## src/rtl/m_egress_pq.sv

```systemverilog
// ---------------------------------------------------------------------------
// m_egress_pq
//   Store-and-forward packet queue behind the match stage. The match stage
//   has no backpressure, so every beat is absorbed here. Only complete
//   packets are released on a valid/ready output. Packets that overflow the
//   storage, or that are cut short by a new sop, are dropped whole and
//   counted.
//
// Ports
//   clk, rst                 clock, synchronous active-high reset
//   in_vld_w/sop/eop         upstream beat strobe and framing (no backpressure)
//   in_length_w/data/buffer  beat payload, stored and forwarded unchanged
//   out_vld_r, out_rdy       registered output beat, downstream ready
//   out_sop/eop/length/data/buffer_r  registered copy of the stored beat
//   level_r                  committed beats in storage (output reg excluded)
//   drop_cnt_r               packets dropped because storage was full
//   err_cnt_r                framing errors (stray beat, aborted packet)
// ---------------------------------------------------------------------------
module m_egress_pq #(
    parameter int DATA_W = 32,
    parameter int LEN_W  = 16,
    parameter int BUF_W  = 4,
    parameter int DEPTH  = 16,
    parameter int CNT_W  = 16
) (
    input  logic                     clk,
    input  logic                     rst,
    input  logic                     in_vld_w,
    input  logic                     in_sop_w,
    input  logic                     in_eop_w,
    input  logic [LEN_W-1:0]         in_length_w,
    input  logic [DATA_W-1:0]        in_data_w,
    input  logic [BUF_W-1:0]         in_buffer_w,
    output logic                     out_vld_r,
    input  logic                     out_rdy,
    output logic                     out_sop_r,
    output logic                     out_eop_r,
    output logic [LEN_W-1:0]         out_length_r,
    output logic [DATA_W-1:0]        out_data_r,
    output logic [BUF_W-1:0]         out_buffer_r,
    output logic [$clog2(DEPTH):0]   level_r,
    output logic [CNT_W-1:0]         drop_cnt_r,
    output logic [CNT_W-1:0]         err_cnt_r
);

    localparam int AW = $clog2(DEPTH);
    localparam int EW = 2 + LEN_W + DATA_W + BUF_W;

    localparam logic [1:0] S_IDLE    = 2'd0;
    localparam logic [1:0] S_ACCEPT  = 2'd1;
    localparam logic [1:0] S_DISCARD = 2'd2;

    localparam logic [AW:0]      DEPTH_P = DEPTH[AW:0];
    localparam logic [AW:0]      PTR_ONE = {{AW{1'b0}}, 1'b1};
    localparam logic [CNT_W-1:0] CNT_MAX = '1;
    localparam logic [CNT_W-1:0] CNT_ONE = {{(CNT_W-1){1'b0}}, 1'b1};

    // Storage and pointers (one extra pointer bit distinguishes full/empty)
    logic [EW-1:0] r_mem [DEPTH];
    logic [1:0]    r_state;
    logic [AW:0]   r_wr_ptr;
    logic [AW:0]   r_cm_ptr;
    logic [AW:0]   r_rd_ptr;

    logic [AW:0]   w_free;
    logic [AW:0]   w_free_cm;
    logic          w_we;
    logic [AW-1:0] w_waddr;
    logic [EW-1:0] w_wdata;
    logic [AW:0]   w_wr_nxt;
    logic [AW:0]   w_cm_nxt;
    logic [1:0]    w_state_nxt;
    logic          w_err_inc;
    logic          w_drop_inc;
    logic          w_load;
    logic [AW:0]   w_rd_nxt;

    assign w_wdata = {in_sop_w, in_eop_w, in_length_w, in_data_w, in_buffer_w};

    // ------------------------------------------------------------------
    // Input side: tentative writes at wr_ptr, commit on eop by moving
    // cm_ptr. Free space is taken from registered pointers only, so a read
    // in the same cycle never makes room for a write.
    // ------------------------------------------------------------------
    always_comb begin
        w_free      = DEPTH_P - (r_wr_ptr - r_rd_ptr);
        // Space as seen after rolling back any open packet. Outside ACCEPT
        // wr_ptr already equals cm_ptr, so this is also plain free there.
        w_free_cm   = DEPTH_P - (r_cm_ptr - r_rd_ptr);
        w_we        = 1'b0;
        w_waddr     = r_wr_ptr[AW-1:0];
        w_wr_nxt    = r_wr_ptr;
        w_cm_nxt    = r_cm_ptr;
        w_state_nxt = r_state;
        w_err_inc   = 1'b0;
        w_drop_inc  = 1'b0;

        if (in_vld_w) begin
            if (in_sop_w) begin
                // A sop outside IDLE either aborts an open packet (ACCEPT)
                // or ends a discard early; both are framing errors. The new
                // packet always starts at the committed pointer.
                w_err_inc = (r_state != S_IDLE);
                if (w_free_cm != '0) begin
                    w_we     = 1'b1;
                    w_waddr  = r_cm_ptr[AW-1:0];
                    w_wr_nxt = r_cm_ptr + PTR_ONE;
                    if (in_eop_w) begin
                        w_cm_nxt    = r_cm_ptr + PTR_ONE;
                        w_state_nxt = S_IDLE;
                    end else begin
                        w_state_nxt = S_ACCEPT;
                    end
                end else begin
                    w_drop_inc  = 1'b1;
                    w_wr_nxt    = r_cm_ptr;
                    w_state_nxt = in_eop_w ? S_IDLE : S_DISCARD;
                end
            end else begin
                case (r_state)
                    S_IDLE: begin
                        w_err_inc = 1'b1;
                    end
                    S_ACCEPT: begin
                        if (w_free != '0) begin
                            w_we     = 1'b1;
                            w_wr_nxt = r_wr_ptr + PTR_ONE;
                            if (in_eop_w) begin
                                w_cm_nxt    = r_wr_ptr + PTR_ONE;
                                w_state_nxt = S_IDLE;
                            end
                        end else begin
                            // Out of room: roll back the whole packet.
                            w_drop_inc  = 1'b1;
                            w_wr_nxt    = r_cm_ptr;
                            w_state_nxt = in_eop_w ? S_IDLE : S_DISCARD;
                        end
                    end
                    S_DISCARD: begin
                        if (in_eop_w) begin
                            w_state_nxt = S_IDLE;
                        end
                    end
                    default: begin
                        w_state_nxt = S_IDLE;
                    end
                endcase
            end
        end
    end

    // ------------------------------------------------------------------
    // Output side: load the next committed beat whenever the output
    // register is empty or being drained this cycle.
    // ------------------------------------------------------------------
    always_comb begin
        w_load   = (r_rd_ptr != r_cm_ptr) && (!out_vld_r || out_rdy);
        w_rd_nxt = w_load ? (r_rd_ptr + PTR_ONE) : r_rd_ptr;
    end

    // Storage array carries no reset; pointers alone define its contents.
    always_ff @(posedge clk) begin
        if (!rst && w_we) begin
            r_mem[w_waddr] <= w_wdata;
        end
    end

    always_ff @(posedge clk) begin
        if (rst) begin
            r_state      <= S_IDLE;
            r_wr_ptr     <= '0;
            r_cm_ptr     <= '0;
            r_rd_ptr     <= '0;
            out_vld_r    <= 1'b0;
            out_sop_r    <= 1'b0;
            out_eop_r    <= 1'b0;
            out_length_r <= '0;
            out_data_r   <= '0;
            out_buffer_r <= '0;
            level_r      <= '0;
            drop_cnt_r   <= '0;
            err_cnt_r    <= '0;
        end else begin
            r_state  <= w_state_nxt;
            r_wr_ptr <= w_wr_nxt;
            r_cm_ptr <= w_cm_nxt;
            r_rd_ptr <= w_rd_nxt;

            if (w_load) begin
                out_vld_r <= 1'b1;
                {out_sop_r, out_eop_r, out_length_r, out_data_r, out_buffer_r}
                    <= r_mem[r_rd_ptr[AW-1:0]];
            end else if (out_rdy) begin
                out_vld_r <= 1'b0;
            end

            // Built from next-state pointers so level_r always matches
            // the pointers it describes.
            level_r <= w_cm_nxt - w_rd_nxt;

            if (w_drop_inc && (drop_cnt_r != CNT_MAX)) begin
                drop_cnt_r <= drop_cnt_r + CNT_ONE;
            end
            if (w_err_inc && (err_cnt_r != CNT_MAX)) begin
                err_cnt_r <= err_cnt_r + CNT_ONE;
            end
        end
    end

endmodule

```

## config.mk

```make
export PLATFORM = sky130hd
export DESIGN_NAME = m_egress_pq
export DESIGN_NICKNAME = d
export VERILOG_FILES = /design/src/rtl/m_egress_pq.sv
export SDC_FILE = /design/constraint.sdc
export NUM_CORES = 1
export LEC_CHECK = 0
export ABC_AREA = 0
export CAP_MARGIN = 25
export CORE_MARGIN = 3
export CORE_UTILIZATION = 35
export CTS_CLUSTER_DIAMETER = 80
export DETAILED_ROUTE_END_ITERATION = 16
export SLEW_MARGIN = 20
export SYNTH_ARGS = -nofsm -noshare
export SYNTH_HDL_FRONTEND = slang
export SYNTH_SLANG_ARGS = --single-unit
```

## constraint.sdc

```tcl
create_clock -name clk -period 8.1 [get_ports clk]
set_input_delay 0.81 -clock clk [delete_from_list [all_inputs] [get_ports clk]]
set_output_delay 0.81 -clock clk [all_outputs]
set_load 0.01 [all_outputs]
```

* Word-level counts from Yosys, hierarchy flattened *
Memory sizes are Yosys's and may differ from the RTL's. A register that Yosys moved wholly into a read port is not among the register bits.
Index checks and enable logic that the tools add are counted.

storage, ports and cells
  input port bits = 58
  logic and storage cells = 79
  bits in writable memories = 864
  bits in registers = 55
  output and inout port bits = 92
  memories kept = 1

memory list
  memory  depth  width  read ports  clocked after memory_dff  write ports  line  source
  r_mem   16     54     1           1                         1            59    logic [EW-1:0] r_mem [DEPTH];

operators by class
  reduce and logical (&&, ||, !) cells = 15
  multiplexer cells = 39
  add/sub/neg operators = 10
  equality and inequality tests = 6

operators by type and width
  operator                 count
  $mux W5                  12
  $add A16 B1 Y16 const B  2
  $ne A16 B16 Y1 const B   2
  $mux W1                  18
  $add A5 B1 Y5 const B    3
  $sub A5 B5 Y5            3
  $mux W4                  3
  $mux W2                  5
  $reduce_bool A5 Y1       2
  $sub A5 B5 Y5 const A    2
  $pmux W2 S3              1
  $reduce_bool A2 Y1       3
  $ne A5 B5 Y1             1
  $logic_and A1 B1 Y1      4
  $reduce_and A2 Y1        2
  $eq A2 B1 Y1 const B     1
  $eq A2 B2 Y1 const B     1
  $logic_not A1 Y1         2
  $logic_not A2 Y1         1
  $ne A2 B2 Y1 const B     1
  $logic_or A1 B1 Y1       1

* Longest topological paths before layout *
  word-level depth = 10
  depth in mapped cells = 24
  gate-level depth less buffers = 20

* Worst setup path after synthesis *
No wires, ideal clock.

  kind = register -> register
  start = register r_rd_ptr[0]
  end = memory r_mem[3][0] (netlist name), enable pin
  required time = 7568 ps
  path slack = 914 ps
  period minus slack after synthesis = 7186 ps
  buffers on the path = 4
  library setup time = 532 ps
  arrival time = 6654 ps
  stages on the path, launching flop included = 15
  path through = dfxtp_1 -> clkbuf_1 -> buf_2 -> buf_2 -> inv_1 -> ha_1 -> inv_1 -> ha_1 -> fa_1 -> nor4b_4 -> o21ai_4 -> nand2_2 -> buf_2 -> a31oi_1 -> nor3_1

between the ends
  word-level cells in the longest chain between the ends = 10
  elaborated cells between the ends (all ways) = 17
  classes of those cells = add/sub: 4; mux: 10; reduce/logical: 3

RTL lines
  what                           line  source
  start, declared                63    logic [AW:0] r_rd_ptr;
  start signal, assigned         187   r_rd_ptr <= w_rd_nxt;
  $sub A5 B5 Y5 (2 in a row)     86    w_free = DEPTH_P - (r_wr_ptr - r_rd_ptr);
  $reduce_bool A5 Y1             125   if (w_free != '0) begin
  $mux W1                        125
  $mux W1                        120   case (r_state)
  $mux W1                        99    if (in_sop_w) begin
  $mux W1                        98    if (in_vld_w) begin
  $logic_and A1 B1 Y1            163   if (!rst && w_we) begin
  $mux W1                        163
  $mux W1 (not written as such)  164   r_mem[w_waddr] <= w_wdata;
  end, declared                  59

Several ways; a longest one is shown, not always the timed one.

* Worst setup path after layout *
  start = register r_rd_ptr[0]
  end = register level_r[4]

between the ends
  elaborated cells between the ends (all ways) = 16
  classes of those cells = add/sub: 6; eq/ne: 1; mux: 6; reduce/logical: 3

RTL lines
  what                                                   line  source
  branches (longest 2 deep; another with $add A5 B1 Y5)  -
  $mux W5 (*)                                            158   w_rd_nxt = w_load ? (r_rd_ptr + PTR_ONE) : r_rd_ptr;
  net w_rd_nxt[0]                                        76    logic [AW:0] w_rd_nxt;
  $sub A5 B5 Y5 (*)                                      199   level_r <= w_cm_nxt - w_rd_nxt;
  end signal, assigned                                   199
  end, declared                                          41    output logic [$clog2(DEPTH):0] level_r,

Mark *: on every way through the listed nets, which the timed path passes.
A chain may end at the register's enable or synchronous reset.

==> metrics.yaml <==
status: "finished clean"
synth_compound_area_frac: 0.0224
min_path_type: "flop to flop"
p_per_area_nw_per_um2: 289
muxShareOfSynthArea: 0.162
worst_pin_slew_ns: 1.04
finalCritPeriodShare: 0.585
synth_top_cell_area_share: 0.686
tns_ns: 0
crit_chain: "inv_1 > ha_1 > nand4_1 > o21ai_4 > buf_4 > xnor2_1 > ha_1 > inv_1 > fa_1 > a21o_1 > a21oi_1 > xnor2_1 > nor2_1 > o21ai_0 > o31ai_1"
path_class: "flop to flop"
htreeDepth: 3
required_ns: 8.62
critPathCaptureType: "flop"
grt_pass1_wl_mm: 126
fin_crit_ns: 4.74
crit_arrival_ns: 5.26
wl_per_cell_microns: 23.4
cp-endpoint: "level_r[4]"
start_util: 0.356
overflow: 0
synth_top_family_by_area: "multiplexers"
yosysUniqueCellTypes: 66
clkLatencyLatePin_ns: 0.68
r2r-end: "level_r[4]"
drive_gt1_frac: 0.236
cts_made_buffers: 101
n_fill_cell: 9141
vias: 18500
power.leakage_nw: 13.7
io_buffers: 149
synth-edff-count: 864
yosys.area_share.simple: 0.0356
grt_antenna_before_repair: 6
dieArea_sq_um: 112000
yosysSeqAreaShare: 0.744
die_y_microns: 335
cts_setup_buffers: 0
final.setup_skew_ns: 0.0699
dp_hpwl_mm: 46.4
slowest_delay_ns: 0.90
slew_headroom: 0.306
totalWireLength_mm: 82.7
r2r_slack_ns: 3.36
track_usage: 0.147
synthAdderAreaFrac: 0.0105
io_pins: 150
placed_cells_incl_taps: 3342
drv_cap: 0
grt_pass1_vias: 19200
async_flop_share: 0
synthXorXnorAreaFrac: 0.0114
gp_congestion: 0.799
cts_resized: 0
slew_viol_final: 0
fin_nets: 2148
cts-root-buf: "clkbuf_16"
syn_inst: 1861
ys_ff_latch: 973
layoutNonFillerInstCount: 3537
initialDrtViolationCount: 1768
clk_pin_slew_ns: 0.06
numClockSinks: 973
setup_viol: 0
syn-num-nets: 1949
area_growth_pct: 17.6
crit_fanout: 40
grt_setup_unrepaired: "false"
first_pass_iters: 5
hold_viol: 0
peakVddDrop_uv: 195
synthFlopType: "edfxtp_1"
clockBufferDepth: 3
yosysMostFrequentCell: "edfxtp_1"
cts_tree: "yes"
synth_commonest_cells: "edfxtp_1, mux4_2, nand2_1"
ctsHoldBuffers: 0
crit_path_top_delay_cell: "dfxtp_4"
crit-reg2reg-launch: "r_rd_ptr[0]"
max_freq_mhz: 211
grt_max_degree: 69
netlist_area_sq_um: 37800
cp-start-kind: "flop"
cp-startpoint: "r_rd_ptr[0]"
ys.warnings.count: 0
synth_top_cell_by_area: "edfxtp_1"
row_count: 119
worst-r2r-cell-count: 15
postRouteAntennaNets: 0
synth_area_leaders: "edfxtp_1, mux4_2, dfxtp_1"
die_w_microns: 335
viasPerCell: 5.23
drc_errors: 0
core_sq_um: 106000
avgSynthCellArea_sq_um: 20.3
-- stage by stage --
step / hold WS [ns] / util / total power [W] / worst slack, ns / cell area [sq um]
2_1_floorplan: 0.467 / - / 0.00756 / 0.914 / 37800
3_3_place_gp: 0.450 / 0.386 / 0.00843 / 3.24 / 41000
3_5_place_dp: 0.450 / 0.387 / 0.00848 / 3.21 / 41000
4_1_cts: 0.458 / 0.417 / 0.0130 / 3.19 / 44300
5_1_grt: 0.478 / 0.419 / 0.0134 / 2.91 / 44500
6_report: 0.452 / 0.419 / 0.0128 / 3.36 / 44500
-- sequential cells by signal, indices dropped and copies added, names as in the netlist --
register,cells
level_r,5
out_sop_r,1
drop_cnt_r,16
err_cnt_r,16
out_vld_r,1
r_rd_ptr,5
out_length_r,16
r_cm_ptr,5
out_data_r,32
out_eop_r,1
out_buffer_r,4
r_state,2
r_wr_ptr,5
r_mem,864
-- worst max-delay path, delay by kind of cell, from the launching register on --
family | cells | cell delay, ns
AO/OA/AOI/OAI | 5 | 1.31
XOR/XNOR | 2 | 0.36
adder cells (fa/ha/maj) | 3 | 0.99
buffers and inverters | 3 | 0.78
flip-flops | 1 | 0.90
AND/OR/NAND/NOR | 2 | 0.24
-- worst min-delay path by stage --
stage                     startpoint               end  slack, ns  depth (start not counted)
floorplan                 r_state[0]        r_state[0]       0.47                          2
global placement       out_data_r[1]     out_data_r[1]       0.45                          2
detailed placement     out_data_r[1]     out_data_r[1]       0.45                          2
CTS                  out_length_r[8]   out_length_r[8]       0.46                          2
global route         out_buffer_r[2]   out_buffer_r[2]       0.48                          2
finish              out_length_r[10]  out_length_r[10]       0.45                          2
-- layout by cell type (no fill, tap or decap), types with 12 or more instances in the layout --
master           instances
nand2_1                134
nor2_1                  60
edfxtp_1               864
clkinv_1                12
clkbuf_1                34
nand4_1                 12
nor3_2                  18
clkdlybuf4s50_1        148
nand3_1                 18
dfxtp_1                105
a21oi_1                 74
clkinv_2                13
inv_1                   17
xnor2_1                 15
mux4_2                 270
xor2_1                  29
ha_1                    27
and3_1                  14
buf_4                   36
clkbuf_16              101
-- metal layers --
metal	up-vias	track usage	wire length [microns]
met2	518	0.238	40100
met4	8	0.0402	1900
met1	9855	0.206	36100
met3	132	0.0274	4480
li1	8003	-	-
met5	-	0	54
-- cell type report --
class	instances	area (sq um)	area share
Inverter	19	71.3	0.00160
Timing Repair Buffer	194	1980	0.0446
Clock buffer	146	2810	0.0631
Tap cell	1391	1740	0.0391
Antenna cell	1	2.50	0.0000563
Multi-Input combinational cell	771	9240	0.208
Sequential cell	973	28100	0.633
Clock inverter	42	474	0.0107
-- cells by family after synthesis --
group                    Yosys count
flip-flops                       973
AND/OR/NAND/NOR                  289
multiplexers                     274
AO/OA/AOI/OAI                    132
buffers and inverters            117
XOR/XNOR                          46
adder cells (fa/ha/maj)           30
-- power by group --
group	switching, W	internal (W)
registers	0.000147	0.00562
clock network	0.00192	0.00259
logic	0.00129	0.00126
total	0.00336	0.00948
Note: power is estimated with default switching activity, not from simulation.
